===== src/rtl/seq_datapath_pkg.sv =====
// seq_datapath_pkg: shared types for the self-sequencing register/ALU datapath.
//   op_e      - 3-bit command opcodes
//   state_e   - sequencer FSM states
//   is_alu_op - true for ops that go through LOAD_T/EXEC
// Optional feature macro: SEQ_DATAPATH_ADD_EN (makes op 101 ADD legal).
package seq_datapath_pkg;

  typedef enum logic [2:0] {
    OP_LDI = 3'b000,
    OP_MOV = 3'b001,
    OP_XOR = 3'b010,
    OP_AND = 3'b011,
    OP_SHL = 3'b100,
    OP_ADD = 3'b101,
    OP_RS6 = 3'b110,
    OP_RS7 = 3'b111
  } op_e;

  typedef enum logic [1:0] {
    IDLE   = 2'd0,
    LOAD_T = 2'd1,
    EXEC   = 2'd2,
    WB     = 2'd3
  } state_e;

  function automatic logic is_alu_op(input op_e op);
    case (op)
      OP_XOR, OP_AND, OP_SHL: return 1'b1;
`ifdef SEQ_DATAPATH_ADD_EN
      OP_ADD:                 return 1'b1;
`endif
      default:                return 1'b0;
    endcase
  endfunction

endpackage


===== src/rtl/seq_datapath_alu.sv =====
// seq_datapath_alu: combinational DATA_W-wide ALU.
//   op     in  op_e          operation
//   a      in  DATA_W        first operand (tmp, i.e. old R[rd])
//   b      in  DATA_W        second operand (R[rs])
//   result out DATA_W        a op b, truncated to DATA_W
//   carry  out 1             ADD carry-out (only with SEQ_DATAPATH_ADD_EN)
module seq_datapath_alu
  import seq_datapath_pkg::*;
#(
  parameter int DATA_W = 8
) (
  input  op_e               op,
  input  logic [DATA_W-1:0] a,
  input  logic [DATA_W-1:0] b,
`ifdef SEQ_DATAPATH_ADD_EN
  output logic              carry,
`endif
  output logic [DATA_W-1:0] result
);

  always_comb begin
    result = a;
`ifdef SEQ_DATAPATH_ADD_EN
    carry  = 1'b0;
`endif
    case (op)
      OP_XOR: result = a ^ b;
      OP_AND: result = a & b;
      OP_SHL: result = a << 1;
`ifdef SEQ_DATAPATH_ADD_EN
      OP_ADD: {carry, result} = {1'b0, a} + {1'b0, b};
`endif
      default: result = a;
    endcase
  end

endmodule


===== src/rtl/seq_datapath.sv =====
// seq_datapath: register file plus ALU, one register-transfer command per
// valid/ready handshake, sequenced internally through a tmp register.
//   clk, rst_n        clock, async active-low reset
//   cmd_valid/ready   command handshake (ready only in IDLE)
//   cmd_op/rd/rs/imm  command fields, latched at accept
//   done, err         one-cycle retire pulse; err set for illegal op/index
//   out               R[OUT_REG]
//   dbg_idx/dbg_data  combinational debug read, 0 for out-of-range index
//   carry             ADD carry-out, only with SEQ_DATAPATH_ADD_EN
// Optional feature macro: SEQ_DATAPATH_ADD_EN.
module seq_datapath
  import seq_datapath_pkg::*;
#(
  parameter  int DATA_W  = 8,
  parameter  int NREGS   = 4,
  parameter  int OUT_REG = 0,
  localparam int IDX_W   = $clog2(NREGS)
) (
  input  logic              clk,
  input  logic              rst_n,
  input  logic              cmd_valid,
  output logic              cmd_ready,
  input  logic [2:0]        cmd_op,
  input  logic [IDX_W-1:0]  cmd_rd,
  input  logic [IDX_W-1:0]  cmd_rs,
  input  logic [DATA_W-1:0] cmd_imm,
  output logic              done,
  output logic              err,
`ifdef SEQ_DATAPATH_ADD_EN
  output logic              carry,
`endif
  output logic [DATA_W-1:0] out,
  input  logic [IDX_W-1:0]  dbg_idx,
  output logic [DATA_W-1:0] dbg_data
);

  typedef logic [NREGS-1:0][DATA_W-1:0] rf_t;

  // Loop-compare read so an out-of-range index (NREGS not a power of 2)
  // never indexes past the array; it just returns 0.
  function automatic logic [DATA_W-1:0] rf_rd(input rf_t rf, input logic [IDX_W-1:0] idx);
    logic [DATA_W-1:0] v;
    v = '0;
    for (int i = 0; i < NREGS; i++)
      if (idx == IDX_W'(i)) v = rf[i];
    return v;
  endfunction

  function automatic logic in_range(input logic [IDX_W-1:0] idx);
    return (int'(idx) < NREGS);
  endfunction

  state_e            state_q, state_d;
  rf_t               regs_q, regs_d;
  logic [DATA_W-1:0] tmp_q, tmp_d;
  op_e               op_q, op_d;
  logic [IDX_W-1:0]  rd_q, rd_d, rs_q, rs_d;
  logic              eflag_q, eflag_d;
  logic              done_q, done_d;
  logic              err_q, err_d;
  logic [DATA_W-1:0] alu_res;
  op_e               cmd_op_e;
  logic              cmd_legal;
`ifdef SEQ_DATAPATH_ADD_EN
  logic              alu_carry;
  logic              tc_q, tc_d;      // carry captured in EXEC, published at WB
  logic              carry_q, carry_d;
`endif

  assign cmd_op_e  = op_e'(cmd_op);
  assign cmd_legal = (cmd_op_e == OP_LDI) || (cmd_op_e == OP_MOV) || is_alu_op(cmd_op_e);

  seq_datapath_alu #(.DATA_W(DATA_W)) u_alu (
    .op     (op_q),
    .a      (tmp_q),
    .b      (rf_rd(regs_q, rs_q)),
`ifdef SEQ_DATAPATH_ADD_EN
    .carry  (alu_carry),
`endif
    .result (alu_res)
  );

  always_comb begin
    state_d = state_q;
    regs_d  = regs_q;
    tmp_d   = tmp_q;
    op_d    = op_q;
    rd_d    = rd_q;
    rs_d    = rs_q;
    eflag_d = eflag_q;
    done_d  = 1'b0;
    err_d   = 1'b0;
`ifdef SEQ_DATAPATH_ADD_EN
    tc_d    = tc_q;
    carry_d = carry_q;
`endif
    case (state_q)
      IDLE: begin
        if (cmd_valid) begin
          op_d    = cmd_op_e;
          rd_d    = cmd_rd;
          rs_d    = cmd_rs;
          eflag_d = 1'b0;
          if (!cmd_legal || !in_range(cmd_rd) || !in_range(cmd_rs)) begin
            eflag_d = 1'b1;
            state_d = WB;
          end else if (cmd_op_e == OP_LDI) begin
            tmp_d   = cmd_imm;
            state_d = WB;
          end else if (cmd_op_e == OP_MOV) begin
            tmp_d   = rf_rd(regs_q, cmd_rs);
            state_d = WB;
          end else begin
            state_d = LOAD_T;
          end
        end
      end
      LOAD_T: begin
        tmp_d   = rf_rd(regs_q, rd_q);
        state_d = EXEC;
      end
      EXEC: begin
        tmp_d   = alu_res;
`ifdef SEQ_DATAPATH_ADD_EN
        tc_d    = alu_carry;
`endif
        state_d = WB;
      end
      WB: begin
        if (!eflag_q) begin
          for (int i = 0; i < NREGS; i++)
            if (rd_q == IDX_W'(i)) regs_d[i] = tmp_q;
`ifdef SEQ_DATAPATH_ADD_EN
          if (op_q == OP_ADD) carry_d = tc_q;
`endif
        end
        done_d  = 1'b1;
        err_d   = eflag_q;
        state_d = IDLE;
      end
      default: state_d = IDLE;
    endcase
  end

  always_ff @(posedge clk or negedge rst_n) begin
    if (!rst_n) begin
      state_q <= IDLE;
      regs_q  <= '0;
      tmp_q   <= '0;
      op_q    <= OP_LDI;
      rd_q    <= '0;
      rs_q    <= '0;
      eflag_q <= 1'b0;
      done_q  <= 1'b0;
      err_q   <= 1'b0;
`ifdef SEQ_DATAPATH_ADD_EN
      tc_q    <= 1'b0;
      carry_q <= 1'b0;
`endif
    end else begin
      state_q <= state_d;
      regs_q  <= regs_d;
      tmp_q   <= tmp_d;
      op_q    <= op_d;
      rd_q    <= rd_d;
      rs_q    <= rs_d;
      eflag_q <= eflag_d;
      done_q  <= done_d;
      err_q   <= err_d;
`ifdef SEQ_DATAPATH_ADD_EN
      tc_q    <= tc_d;
      carry_q <= carry_d;
`endif
    end
  end

  assign cmd_ready = (state_q == IDLE);
  assign done      = done_q;
  assign err       = err_q;
  assign out       = regs_q[OUT_REG];
  assign dbg_data  = rf_rd(regs_q, dbg_idx);
`ifdef SEQ_DATAPATH_ADD_EN
  assign carry     = carry_q;
`endif

endmodule

===== config.mk =====
export PLATFORM = sky130hd
export DESIGN_NAME = seq_datapath
export DESIGN_NICKNAME = d
export VERILOG_FILES = /design/src/rtl/seq_datapath_pkg.sv /design/src/rtl/seq_datapath_alu.sv /design/src/rtl/seq_datapath.sv
export SDC_FILE = /design/constraint.sdc
export NUM_CORES = 1
export LEC_CHECK = 0
export CAP_MARGIN = 0
export CELL_PAD_IN_SITES_DETAIL_PLACEMENT = 1
export CELL_PAD_IN_SITES_GLOBAL_PLACEMENT = 1
export CORE_MARGIN = 4
export CORE_UTILIZATION = 30
export CTS_CLUSTER_DIAMETER = 60
export DETAILED_ROUTE_END_ITERATION = 6
export PLACE_DENSITY = 0.57
export SLEW_MARGIN = 5
export SYNTH_ARGS = -nofsm -noshare
export SYNTH_HDL_FRONTEND = slang
export SYNTH_HIERARCHICAL = 1
export SYNTH_SLANG_ARGS = --single-unit

===== constraint.sdc =====
create_clock -name clk -period 2.75 [get_ports clk]
set_clock_uncertainty 0.1 [all_clocks]
set_input_delay 0.825 -clock clk [delete_from_list [all_inputs] [get_ports clk]]
set_output_delay 0.825 -clock clk [all_outputs]
set_load 0.02 [all_outputs]

==> results.cfg <==
[floorplanning]
coreArea_mm2 = 0.0116
io_pins = 39
dieArea_mm2 = 0.0138
dieWidth_um = 118
fp.dieH_um = 118
start_util_pct = 31.0
rows = 39

[cts]
cts_tree = done
post_cts_buffers = 0
path_clk_slew_ns = 0.07
cts_root_buf = clkbuf_16
cts_hold_buf = 0
cts_buffer_depth = 2
cts_buffers = 5
cts_sinks = 52
clock_latency_ns = 0.29
ctsHtreeMaxLevel = 2

[routing]
first_pass_iters = 4
drt_iter0_drc = 148
drc = 0
finalWirelength_mm = 9.58
detail-route-antenna-nets = 0
via_per_inst = 5.56
via_count = 2578
wl_per_cell_um = 20.7

[timing]
worst_hold_slack_ns = 0.487
relSlewSlack_pct = 45.7
setup_ws_ns = 0.0733
tightestPinTransition_ns = 0.814
fin_crit_ns = 2.68
period_share_pct = 97.3
finalSetupViolCount = 0
rsz0062_at_grt = false
final-hold-violation-count = 0
fmax_mhz = 374
tns_ns = 0
slew_violations = 0

[grt]
grt_start_max_net_pins = 53
grt_pass1_wl_mm = 15.8
first_global_vias = 2793
track_usage_pct = 14.0
grt.overflow.total = 0
antenna_found_initial = 0

[power]
p_leak_uw = 0.00180
peakVddDrop_v = 0.000489
power.density_mw_per_mm2 = 1340

[finish]
diodes = 0
drive_gt1_share_pct = 33.6
fin_nets = 354
syn_to_final_growth_pct = 18.1
final_area_mm2 = 0.00426
fillers = 1258

[setup_path]
crit_path_frequent_cell = buf_2
crit_start = dbg_idx[0]
cp_max_fo = 8
critPathKind = in2out
rrSetupSlack_ns = 0.29
cp-end-kind = primary output
crit_chain = buf_2 > buf_12 > mux4_2 > buf_2
crit_slowest_cell = mux4_2
reg2reg_from = rs_q[0]
rr_worst_depth = 9
worst_ep_arrival_time_ns = 1.75
cpPeakStageDelay_ns = 0.50
crit_end = dbg_data[1]
cp.required_ns = 1.83
cp-start-kind = input port
rr_endpoint = tmp_q[4]

[yosys]
synth_top_area_share_pct = 36.1
ys_types = 35
syn_area_mm2 = 0.00361
yosysSeqAreaShare_pct = 36.1
ys_ff_latch = 52
syn_inst = 291
synth.avg_cell_area_um2 = 12.4
yosysTopAreaCell = dfrtp_1
synth.area.top_cells = dfrtp_1 (36%), mux4_2 (18%), mux2_2 (12%)
yosys_warnings = 6
syn_nets = 324

[flow_run]
cap_viol_max_count = 0

[place]
numPortBuffers = 38
dp_slack_ns = -0.748
placed_area_mm2 = 0.00410
routabilityCongestion = 0.764
dp.final_hpwl_mm = 7.00

[worst_hold_path]
hold_path_class = reg2reg

[run_status]
status = complete, no violations
cells in the mapped netlist:
cell / instances
and2_1: 1
buf_12: 1
nor3_1: 2
ha_1: 13
o21ai_0: 7
nor2_1: 8
o31ai_1: 3
a22o_1: 5
nand3_1: 8
mux4_2: 29
nand2_1: 24
a221oi_1: 4
a211oi_1: 1
a21o_1: 4
mux2i_1: 11
or3_1: 8
nor4b_4: 1
buf_4: 9
dfrtp_1: 52
o221a_2: 5
inv_1: 2
nor4bb_1: 2
buf_6: 5
mux2_2: 39
buf_1: 3
or3b_1: 1
o211ai_1: 7
nor2_2: 1
nor2b_1: 3
nand4b_1: 1
a211o_1: 7
buf_2: 9
clkbuf_1: 3
a21oi_1: 11
and3b_1: 1
how the worst min path moves through the flow:
stage	end	depth (start not counted)	slack, ns	startpoint
4_1_cts	regs_q[25]	1	0.49	regs_q[25]
3_3_place_gp	regs_q[26]	1	0.48	regs_q[26]
2_1_floorplan	op_q[0]	1	0.40	op_q[0]
3_5_place_dp	regs_q[25]	1	0.47	regs_q[25]
5_1_grt	regs_q[25]	1	0.53	regs_q[25]
6_report	regs_q[25]	1	0.49	regs_q[25]
area by class of cell:
cell class,count,area [µm²],area share (%)
repair buffers,53,498,11.7
clock inverters,2,60.1,1.41
multi-input cells,207,2090,49.0
inverters,2,7.51,0.176
clock buffers,5,125,2.94
well taps,143,179,4.20
flip-flops and latches,52,1300,30.6
through the flow:
stage	cells	utilization (%)	power, µW
2_1_floorplan	291	-	4070
3_3_place_gp	457	35.3	4840
3_5_place_dp	457	35.3	4910
4_1_cts	464	36.7	5730
5_1_grt	464	36.7	6110
6_report	464	36.7	5690
power by group:
part	leakage [µW]	switching (µW)	internal [µW]	total [µW]
sequential	0.000643	800	1130	1930
clock	0.0000899	290	517	807
combinational	0.00106	1250	1700	2950
total	0.00180	2340	3350	5690
sequential cells by signal, indices dropped and copies added, names as in the netlist:
register  cells
done          1
eflag_q       1
err           1
op_q          3
out           8
rd_q          2
regs_q       24
rs_q          2
state_q       2
tmp_q         8
worst max-delay path, delay by kind of cell:
kind	cells	cell delay (ns)
buffers and inverters	3	0.42
muxes	1	0.50
placed cells by master (no fill, tap or decap), types with 5 or more instances in the layout:
cell type,count
nand2_1,24
a22o_1,5
buf_4,12
clkdlybuf4s50_1,27
ha_1,13
o21ai_0,7
a21oi_1,11
o221a_2,5
mux2i_1,11
mux2_2,39
dfrtp_1,51
clkbuf_16,5
o211ai_1,7
or3_1,8
buf_2,7
mux4_2,29
nor2_1,8
a211o_1,7
nand3_1,8
routing by layer:
layer	GRT usage (%)	share of wire [%]
met1	19.8	49
met2	22.7	47
met3	2.07	2.1
met4	3.22	1.2
met5	0	0
repair_timing:
action,4_1_cts,5_1_grt
endpoints found under the hold margin,0,0
gates resized for setup,43,1
setup endpoints to repair,8,2
kinds of logic (layout without fill, tap and decap cells):
family | after synthesis | count (layout) | share of synthesized area (%)
compound gates | 54 | 54 | 11.1
fa+ha+maj | 13 | 13 | 4.51
buf+inv | 32 | 62 | 6.07
flops | 52 | 52 | 36.1
mux | 79 | 79 | 33.3
simple gates | 61 | 61 | 8.92
No activity file was read; power rests on OpenSTA's default activity.
